[src/rtl/sys_mem_arb_pkg.sv]
// Shared types and helpers for the system-memory arbiter: agent-ID width,
// arbiter state encoding and the round-robin pick.
package sys_mem_arb_pkg;

    localparam int MAX_AGENTS = 8;

    typedef enum logic {
        ST_IDLE    = 1'b0,
        ST_GRANTED = 1'b1
    } arb_state_e;

    typedef struct packed {
        logic       found;
        logic [2:0] id;
    } rr_pick_t;

    function automatic int agent_id_w(input int n);
        return (n > 1) ? $clog2(n) : 1;
    endfunction

    // First requester at or after 'start', wrapping modulo n.
    function automatic rr_pick_t rr_pick(input logic [MAX_AGENTS-1:0] req,
                                         input int start, input int n);
        rr_pick_t res;
        int       idx;
        res = '0;
        for (int k = 0; k < MAX_AGENTS; k++) begin
            idx = start + k;
            if (idx >= n) idx = idx - n;
            if (k < n && !res.found && req[idx[2:0]]) begin
                res.found = 1'b1;
                res.id    = idx[2:0];
            end
        end
        return res;
    endfunction

endpackage

[src/rtl/sys_mem_rd_tag_fifo.sv]
// Synchronous FIFO holding the agent ID of every read still awaiting data.
// A push is refused while full, even when a pop happens in the same cycle.
module sys_mem_rd_tag_fifo #(
    parameter int DEPTH = 8,
    parameter int WIDTH = 1,
    localparam int AW   = $clog2(DEPTH),
    localparam int CW   = AW + 1
) (
    input  logic             clk,
    input  logic             rst_n,
    input  logic             push,
    input  logic [WIDTH-1:0] push_data,
    input  logic             pop,
    output logic [WIDTH-1:0] pop_data,
    output logic             full,
    output logic             empty,
    output logic [CW-1:0]    count
);

    logic [WIDTH-1:0] mem [DEPTH];
    logic [AW-1:0]    wr_ptr;
    logic [AW-1:0]    rd_ptr;
    logic [CW-1:0]    cnt;
    logic             do_push;
    logic             do_pop;

    assign full     = (cnt == CW'(DEPTH));
    assign empty    = (cnt == '0);
    assign count    = cnt;
    assign do_push  = push & ~full;
    assign do_pop   = pop & ~empty;
    assign pop_data = mem[rd_ptr];

    always_ff @(posedge clk or negedge rst_n) begin
        if (!rst_n) begin
            wr_ptr <= '0;
            rd_ptr <= '0;
            cnt    <= '0;
        end else begin
            if (do_push) wr_ptr <= wr_ptr + 1'b1;
            if (do_pop)  rd_ptr <= rd_ptr + 1'b1;
            cnt <= cnt + CW'(do_push) - CW'(do_pop);
        end
    end

    always_ff @(posedge clk) begin
        if (do_push) mem[wr_ptr] <= push_data;
    end

endmodule

[src/rtl/sys_mem_arb.sv]
// Round-robin arbiter between NUM_AGENTS initiators and one system-memory port,
// with read-data routing by agent tag. Define SYS_MEM_ARB_BURST_LOCK_EN to hold
// the grant for up to MAX_BURST_LEN accepts.
module sys_mem_arb
    import sys_mem_arb_pkg::*;
#(
    parameter int NUM_AGENTS         = 2,
    parameter int SYS_MEM_DATA_W     = 32,
    parameter int SYS_MEM_ADDR_W     = 27,
    parameter int MAX_RD_OUTSTANDING = 8,
    parameter int MAX_BURST_LEN      = 4
) (
    input  logic                      clk,
    input  logic                      rst_n,
    output logic [NUM_AGENTS-1:0]     agent_mem_wait,
    input  logic [NUM_AGENTS-1:0]     agent_mem_wren,
    input  logic [NUM_AGENTS-1:0]     agent_mem_rden,
    input  logic [SYS_MEM_ADDR_W-1:0] agent_mem_addr  [NUM_AGENTS],
    input  logic [SYS_MEM_DATA_W-1:0] agent_mem_wdata [NUM_AGENTS],
    output logic [NUM_AGENTS-1:0]     agent_mem_rd_valid,
    output logic [SYS_MEM_DATA_W-1:0] agent_mem_rdata [NUM_AGENTS],
    input  logic                      mem_wait,
    output logic                      mem_wren,
    output logic                      mem_rden,
    output logic [SYS_MEM_ADDR_W-1:0] mem_addr,
    output logic [SYS_MEM_DATA_W-1:0] mem_wdata,
    input  logic                      mem_rd_valid,
    input  logic [SYS_MEM_DATA_W-1:0] mem_rdata,
    output logic                      err_unexp_rd
);

    localparam int ID_W     = agent_id_w(NUM_AGENTS);
    localparam int RD_CNT_W = $clog2(MAX_RD_OUTSTANDING) + 1;
`ifdef SYS_MEM_ARB_BURST_LOCK_EN
    localparam bit BURST_LOCK = 1'b1;
`else
    localparam bit BURST_LOCK = 1'b0;
`endif
    // A lock length of 1 degenerates to re-arbitration on every accept.
    localparam int LOCK_LEN = BURST_LOCK ? MAX_BURST_LEN : 1;
    localparam int BCNT_W   = $clog2(LOCK_LEN + 1);

    arb_state_e          state, state_nxt;
    logic [ID_W-1:0]     gnt_id, gnt_id_nxt;
    logic [ID_W-1:0]     rr_ptr, rr_ptr_nxt;
    logic [ID_W-1:0]     ptr_after;
    logic [BCNT_W-1:0]   burst_cnt, burst_cnt_nxt;
    logic [NUM_AGENTS-1:0] req_vec;
    logic [NUM_AGENTS-1:0] own_mask;
    rr_pick_t            pick;

    logic                g_wr, g_rd, g_req;
    logic                rd_blocked;
    logic                accept;

    logic                fifo_push, fifo_pop, fifo_full, fifo_empty;
    logic [ID_W-1:0]     fifo_id;
    logic [RD_CNT_W-1:0] fifo_count;

    logic [NUM_AGENTS-1:0]     rd_valid_q;
    logic [SYS_MEM_DATA_W-1:0] rdata_q [NUM_AGENTS];

    assign req_vec = agent_mem_wren | agent_mem_rden;

    always_comb begin
        g_wr = 1'b0;
        g_rd = 1'b0;
        if (state == ST_GRANTED) begin
            g_wr = agent_mem_wren[gnt_id];
            g_rd = agent_mem_rden[gnt_id] & ~agent_mem_wren[gnt_id];
        end
    end

    assign g_req      = g_wr | g_rd;
    assign rd_blocked = g_rd && (fifo_count == RD_CNT_W'(MAX_RD_OUTSTANDING));
    assign mem_wren   = g_wr;
    assign mem_rden   = g_rd & ~rd_blocked;
    assign mem_addr   = (state == ST_GRANTED) ? agent_mem_addr[gnt_id]  : '0;
    assign mem_wdata  = (state == ST_GRANTED) ? agent_mem_wdata[gnt_id] : '0;
    assign accept     = (mem_wren | mem_rden) & ~mem_wait;

    always_comb begin
        agent_mem_wait = '1;
        if (state == ST_GRANTED) agent_mem_wait[gnt_id] = mem_wait | rd_blocked;
    end

    always_comb begin
        state_nxt     = state;
        gnt_id_nxt    = gnt_id;
        rr_ptr_nxt    = rr_ptr;
        burst_cnt_nxt = burst_cnt;
        pick          = '0;
        own_mask      = '0;
        own_mask[gnt_id] = 1'b1;
        ptr_after     = (int'(gnt_id) == NUM_AGENTS - 1) ? '0 : gnt_id + 1'b1;
        case (state)
            ST_IDLE: begin
                burst_cnt_nxt = '0;
                pick = rr_pick(MAX_AGENTS'(req_vec), int'(rr_ptr), NUM_AGENTS);
                if (pick.found) begin
                    state_nxt  = ST_GRANTED;
                    gnt_id_nxt = ID_W'(pick.id);
                end
            end
            ST_GRANTED: begin
                if (accept) begin
                    if (burst_cnt != BCNT_W'(LOCK_LEN - 1)) begin
                        burst_cnt_nxt = burst_cnt + 1'b1;
                    end else begin
                        burst_cnt_nxt = '0;
                        rr_ptr_nxt    = ptr_after;
                        pick = rr_pick(MAX_AGENTS'(req_vec & ~own_mask),
                                       int'(ptr_after), NUM_AGENTS);
                        if (pick.found) gnt_id_nxt = ID_W'(pick.id);
                        else            state_nxt  = ST_IDLE;
                    end
                end else if (!g_req) begin
                    // Request withdrawn before acceptance: release without access.
                    burst_cnt_nxt = '0;
                    state_nxt     = ST_IDLE;
                end
            end
            default: state_nxt = ST_IDLE;
        endcase
    end

    always_ff @(posedge clk or negedge rst_n) begin
        if (!rst_n) begin
            state     <= ST_IDLE;
            gnt_id    <= '0;
            rr_ptr    <= '0;
            burst_cnt <= '0;
        end else begin
            state     <= state_nxt;
            gnt_id    <= gnt_id_nxt;
            rr_ptr    <= rr_ptr_nxt;
            burst_cnt <= burst_cnt_nxt;
        end
    end

    assign fifo_push = accept & mem_rden & ~fifo_full;
    assign fifo_pop  = mem_rd_valid & ~fifo_empty;

    sys_mem_rd_tag_fifo #(
        .DEPTH (MAX_RD_OUTSTANDING),
        .WIDTH (ID_W)
    ) u_rd_tag_fifo (
        .clk       (clk),
        .rst_n     (rst_n),
        .push      (fifo_push),
        .push_data (gnt_id),
        .pop       (fifo_pop),
        .pop_data  (fifo_id),
        .full      (fifo_full),
        .empty     (fifo_empty),
        .count     (fifo_count)
    );

    // Read return stage: routed one cycle after mem_rd_valid.
    always_ff @(posedge clk or negedge rst_n) begin
        if (!rst_n) begin
            rd_valid_q   <= '0;
            rdata_q      <= '{default: '0};
            err_unexp_rd <= 1'b0;
        end else begin
            rd_valid_q <= '0;
            if (fifo_pop) begin
                rd_valid_q[fifo_id] <= 1'b1;
                rdata_q[fifo_id]    <= mem_rdata;
            end
            if (mem_rd_valid && fifo_empty) err_unexp_rd <= 1'b1;
        end
    end

    assign agent_mem_rd_valid = rd_valid_q;
    assign agent_mem_rdata    = rdata_q;

endmodule
[config.mk]
export PLATFORM = sky130hd
export DESIGN_NAME = sys_mem_arb
export DESIGN_NICKNAME = d
export VERILOG_FILES = /design/src/rtl/sys_mem_arb_pkg.sv /design/src/rtl/sys_mem_rd_tag_fifo.sv /design/src/rtl/sys_mem_arb.sv
export SDC_FILE = /design/constraint.sdc
export NUM_CORES = 1
export LEC_CHECK = 0
export ABC_AREA = 1
export CAP_MARGIN = 25
export CORE_ASPECT_RATIO = 0.6
export CORE_MARGIN = 5
export CORE_UTILIZATION = 30
export CTS_BUF_LIST = sky130_fd_sc_hd__clkbuf_2
export DETAILED_ROUTE_END_ITERATION = 10
export PLACE_DENSITY = 0.71
export SLEW_MARGIN = 25
export SYNTH_ARGS = -nofsm -noshare
export SYNTH_HDL_FRONTEND = slang
export SYNTH_SLANG_ARGS = --single-unit
[constraint.sdc]
create_clock -name clk -period 1.8 [get_ports clk]
set_input_delay 0.36 -clock clk [delete_from_list [all_inputs] [get_ports clk]]
set_output_delay 0.36 -clock clk [all_outputs]
set_load 0.02 [all_outputs]
Word level (Yosys, flattened, before mapping)
Memories as Yosys holds them, arrays and structs flattened.
Index checks and enable logic that the tools add are counted.

word-level totals
  register bits = 81
  memories = 1
  logic and storage cells = 155
  output and inout bits = 130
  RAM bits = 8

memories
  name               depth  bits a word  rd ports  clocked after Yosys merged registers in  wr ports  RTL line                   RTL
  u_rd_tag_fifo.mem  8      1            1         0                                        1         sys_mem_rd_tag_fifo.sv:20  logic [WIDTH-1:0] mem [DEPTH];

operators by class
  eq/ne operators = 6
  bitwise gates (word level) = 25
  muxes and demuxes = 73
  add/sub/neg operators = 12
  reductions and logical operators = 12
  $lt $le $gt $ge = 15

operators by type and width
  cell                 count
  $mux 32              5
  $mux 27              4
  $bwmux 64            1
  $mux 4               12
  $mux 3               12
  $demux 32 s1         1
  $mux 1               27
  $lt 3x4->1 const B   4
  $bmux 1 s3           4
  $and 1x1->1          8
  $and 2x8->8          1
  $ge 2x2->1 const B   4
  $not 2->8            1
  $logic_and 1x1->1    7
  $not 1->1            7
  $add 3x1->3 const B  2
  $pmux 1 s2           3
  $sub 1x2->3 const B  2
  $sub 2x2->3 const B  2
  $add 1x1->2 const B  2
  $add 4x1->4          1
  $eq 4x4->1 const B   1
  $ge 1x2->1 const B   2
  $logic_not 4->1      1
  other kinds (17)     29

Logic depth before layout (Yosys ltp)
  depth in word-level cells = 28
  mapped depth = 11
  mapped depth without buffers = 11

Cells and area by module
Synthesis repeated with hierarchy kept, for this count alone.

unflattened totals
  cell total of the unflattened synthesis = 477
  area total of the unflattened synthesis = 4,423.0 µm²

by module, submodules not included
  module               sequential area each (µm²)  cells each  instances  area an instance (µm²)
  sys_mem_arb          1,751.7                     372         1          3,434.5
  sys_mem_rd_tag_fifo  490.5                       105         1          988.4

Worst setup path before layout
Ideal clock, no wire load.

  kind = register -> register
  start point = register u_rd_tag_fifo.cnt[2] (netlist: u_rd_tag_fifo.count[2])
  end point = register u_rd_tag_fifo.cnt[2] (netlist: u_rd_tag_fifo.count[2])
  period minus slack after synthesis = 1.948 ns
  required time = 1.677 ns
  stages on the path, launching flop included = 12
  data arrival time = 1.825 ns
  slack = -0.148 ns
  setup time = 0.123 ns
  cell sequence = dfrtp_1 inv_1 ha_1 nand3_2 nand2_1 inv_1 ha_1 inv_1 ha_1 inv_1 fa_1 xnor2_1

between the ends
  elaborated cells between the ends (all ways) = 16
  classes of those cells = 2 x add/sub; 1 x eq/ne; 11 x bitwise; 2 x reduce/logical

RTL lines
  element                         RTL line                                       RTL
  start: declaration              sys_mem_rd_tag_fifo.sv:23                      logic [CW-1:0] cnt;
  start signal: assignment        sys_mem_rd_tag_fifo.sv:42                      cnt <= cnt + CW'(do_push) - CW'(do_pop);
  $logic_not 4->1 (*)             sys_mem_rd_tag_fifo.sv:28                      assign empty = (cnt == '0);
  $not 1->1 (*)                   sys_mem_rd_tag_fifo.sv:31, sys_mem_arb.sv:142
  $and 1x1->1                     sys_mem_arb.sv:142                             assign fifo_pop = mem_rd_valid & ~fifo_empty;
  $and 1x1->1 (*)                 sys_mem_rd_tag_fifo.sv:31                      assign do_pop = pop & ~empty;
  named net u_rd_tag_fifo.do_pop  sys_mem_rd_tag_fifo.sv:25                      logic do_pop;
  $sub 4x1->4 (*)                 sys_mem_rd_tag_fifo.sv:42

Mark *: on every way through the listed nets, which the timed path passes. The rest lies on a longest branch.
A chain may end at the register's enable or synchronous reset.

Worst setup path in the final report
  start point = register gnt_id
  end point = output port mem_addr[3]

between the ends
  longest elaborated chain between the ends = 5

RTL lines
  element                                     RTL line            RTL
  start: declaration                          sys_mem_arb.sv:44   logic [ID_W-1:0] gnt_id, gnt_id_nxt;
  start signal: assignment                    sys_mem_arb.sv:135  gnt_id <= gnt_id_nxt;
  $not 1->2 (implied by the code)             sys_mem_arb.sv:78   assign mem_addr = (state == ST_GRANTED) ? agent_mem_addr[gnt_id] : '0;
  $mux 27 (implied by the code) (3 in a row)  sys_mem_arb.sv:78
  $mux 27                                     sys_mem_arb.sv:78
  end: declaration                            sys_mem_arb.sv:25   output logic [SYS_MEM_ADDR_W-1:0] mem_addr,

Every way passes these cells. The select of a mux whose other input is x is not followed.

==> run metrics <==
total CTS buffers 9; top post-synthesis cells by count nand2_1, dfrtp_1, a22o_1; Ys Warns 0; Core Region about 14000 µm²; Overall Power roughly 16000 µW; Max-cap violations 0; Cell Area, Synth ~4400 µm²; Synth Flop Type dfrtp_1; sequential cell area fraction in the yosys report between 50 and 60%; NumNets Final roughly 1000; htree depth 3; peak-usage layer in the global routing report met2; most numerous cell in the Yosys netlist nand2_1; Arr. time, crit path around 1.9 ns; worst rel slew slack 73.8%; Min-Delay Path Class input pin to asynchronous set/reset pin; initial antenna violation count 1; Die H approximately 100 µm; CTS sink count 88; met2 usage in global routing 32.2%; global-route wire length before repair ~28 mm; Initial Util between 30% and 40%; final period utilization 125%; area leader, netlist dfrtp_1; Cells after Synth between 400 and 500; vias in the first global route ~4700; Routed WL between 15 and 20 mm; failing checks setup timing; Final WS setup -0.458 ns; root buffer cell clkbuf_2; syn_nets ~620; crit-path max FO 11; DP Area between 7000 and 8000 µm²; status finished, violations left; ranking of synthesized cells by area dfrtp_1, a22o_1, nand2_1; met3 usage approximately 5.7%; Final ANT Viol Nets 0; Via-to-Cell Ratio approximately 4.6; Clk Latency, worst-skew pair roughly 0.52 ns; Layout Skew approximately 0.027 ns; Total Routing Usage GR 20.8%; Synth cell types 29; FF+latch count, synth between 80 and 90; post-route minimum period approximately 2.3 ns; grt total ovfl 0; endpoints failing setup between 70 and 80; DP HPWL roughly 14 mm; count of pins over their slew limit 0; DR pass1 iterations 4; post-route cell area between 8000 and 9000 µm²; P&R area growth vs syn 99.1%; clock-pin slew on the worst setup and hold paths about 0.25 ns; Worst Max-Slew Pin Slew a little under 0.4 ns; Post-synth EDFFs 8; Die X roughly 170 µm; Syn Area/Cell ~9.6 µm²; CTS tree done; Worst Setup Start Kind register; GPL Wtd Cong between 0.8 and 0.9; drt wl/cell 19.0 µm; Multi-input gate area roughly 2200 µm²; leak pwr about 0.0043 µW; number of DRC markers in iteration 0 approximately 280; share of the synthesized area in the top cell type between 40% and 50%; FF+latch area ~2200 µm²; Total Die Area between 15000 and 20000 µm²; PD cells 1810 nW/µm²; worst vdd ir 0.849 mV; largest net degree at the start of global routing between 50 and 60; async set-or-reset flop fraction in the synthesized netlist approximately nine tenths; grt met1 use between 20% and 30%; row count 34; RSZ-0062 raised after global routing true; WS Path Type register to primary output; Crit. End Element primary output; final-layout fill cell count 1188; Final Hold Viols 0; Peak Freq ~0.44 GHz; share of layout cells above drive strength 1 34.3%; WP data required ~1.4 ns; num ports ~290; IO buf count 287; detailed-route DRC error count 0; maximum root-to-sink buffer count 2; vias between 4000 and 5000
[worst max-delay path, stage by stage, from the launching register on]
cell and delay (ns):
dfrtp_2 0.48, nand2_2 0.11, clkinv_4 0.10, buf_12 0.14, buf_16 0.14, a22o_1 0.26, buf_6 0.15
[area by class of cell]
type | count | area share [%]
timing repair buffer | 363 | 42.4
inverter | 58 | 2.64
clock inverter | 7 | 1.09
sequential | 88 | 25.7
multi-input combinational | 285 | 24.8
clock buffer | 9 | 0.516
antenna | 1 | 0.0287
tap | 198 | 2.84
[power breakdown]
| part | internal [µW] | switching (µW) | total (µW) |
|---|---|---|---|
| Sequential | 2920 | 598 | 3510 |
| Clock | 460 | 688 | 1150 |
| Combinational | 5240 | 5890 | 11100 |
[kinds of logic after synthesis]
group | share of synthesized area [%]
compound gates | 22.9
xor+xnor | 1.00
fa+ha+maj | 2.74
buf+inv | 9.19
flops | 51.2
simple gates | 13.0
[flip-flops by register name, indices dropped and copies added (netlist names)]
name,cells
gnt_id,1
u_rd_tag_fifo.mem,8
rr_ptr,1
u_rd_tag_fifo.rd_ptr,3
state,1
agent_mem_rd_valid,2
err_unexp_rd,1
u_rd_tag_fifo.count,4
u_rd_tag_fifo.wr_ptr,3
agent_mem_rdata,64
[path summary, 6_finish.rpt]
kind / slack [ns] / from / depth (start not counted) / end
worst max-delay path: -0.46 / gnt_id / 6 / mem_addr[3]
worst min-delay path: 0.25 / rst_n / 2 / agent_mem_rdata[20]
worst max register to register: -0.45 / gnt_id / 13 / u_rd_tag_fifo.count[1]
worst min register to register: 0.51 / agent_mem_rdata[34] / 2 / agent_mem_rdata[34]
max in group asynchronous: 0.90 / rst_n / 3 / agent_mem_rdata[32]
min in group clk: 0.37 / mem_rdata[9] / 3 / agent_mem_rdata[41]
[stage by stage]
stage,TNS [ns],setup slack (ns),instances,hold WS (ns),utilization [%]
after floorplan,-0.0391,-0.0391,457,0.0644,-
after detailed placement,-14.68,-0.447,952,0.308,53.7
after global placement,-13.02,-0.438,952,0.292,53.7
final,-27.62,-0.458,1009,0.249,60.5
after global routing,-39.93,-0.594,1009,0.197,60.5
after CTS,-31.12,-0.508,988,0.189,55.9
[layout by cell type, fill, tap and decap left out, drive strengths merged]
| cell | count |
|---|---|
| dfrtp | 80 |
| fa | 1 |
| clkinvlp | 2 |
| bufinv | 2 |
| o21bai | 1 |
| inv | 57 |
| xnor2 | 2 |
| ha | 8 |
| clkinv | 4 |
| nand2 | 106 |
| dlygate4sd3 | 1 |
| diode | 1 |
| nand4 | 1 |
| a22o | 59 |
| o21ai | 71 |
| clkdlybuf4s50 | 156 |
| nor3 | 2 |
| clkdlybuf4s15 | 1 |
| o22ai | 2 |
| a21oi | 2 |
| a31oi | 1 |
| nand3 | 11 |
| edfxtp | 8 |
| dlygate4sd2 | 66 |
| nor2 | 15 |
| buf | 130 |
| xor2 | 3 |
| clkbuf | 18 |
[per-layer routing]
metal	routed length [µm]	share of wire (%)
met3	1550	8.1
met1	8420	44
met5	0	0
met4	248	1.3
met2	8950	47
[timing repair]
item                       CTS  global route
setup endpoints to repair  141           117
pin swaps                   12            10
resized for setup          362           106
hold endpoints to repair    25             0
buffers inserted            16            12
hold buffers                 1             0
cloned                       4            10
Note: power is estimated with default switching activity, not from simulation.
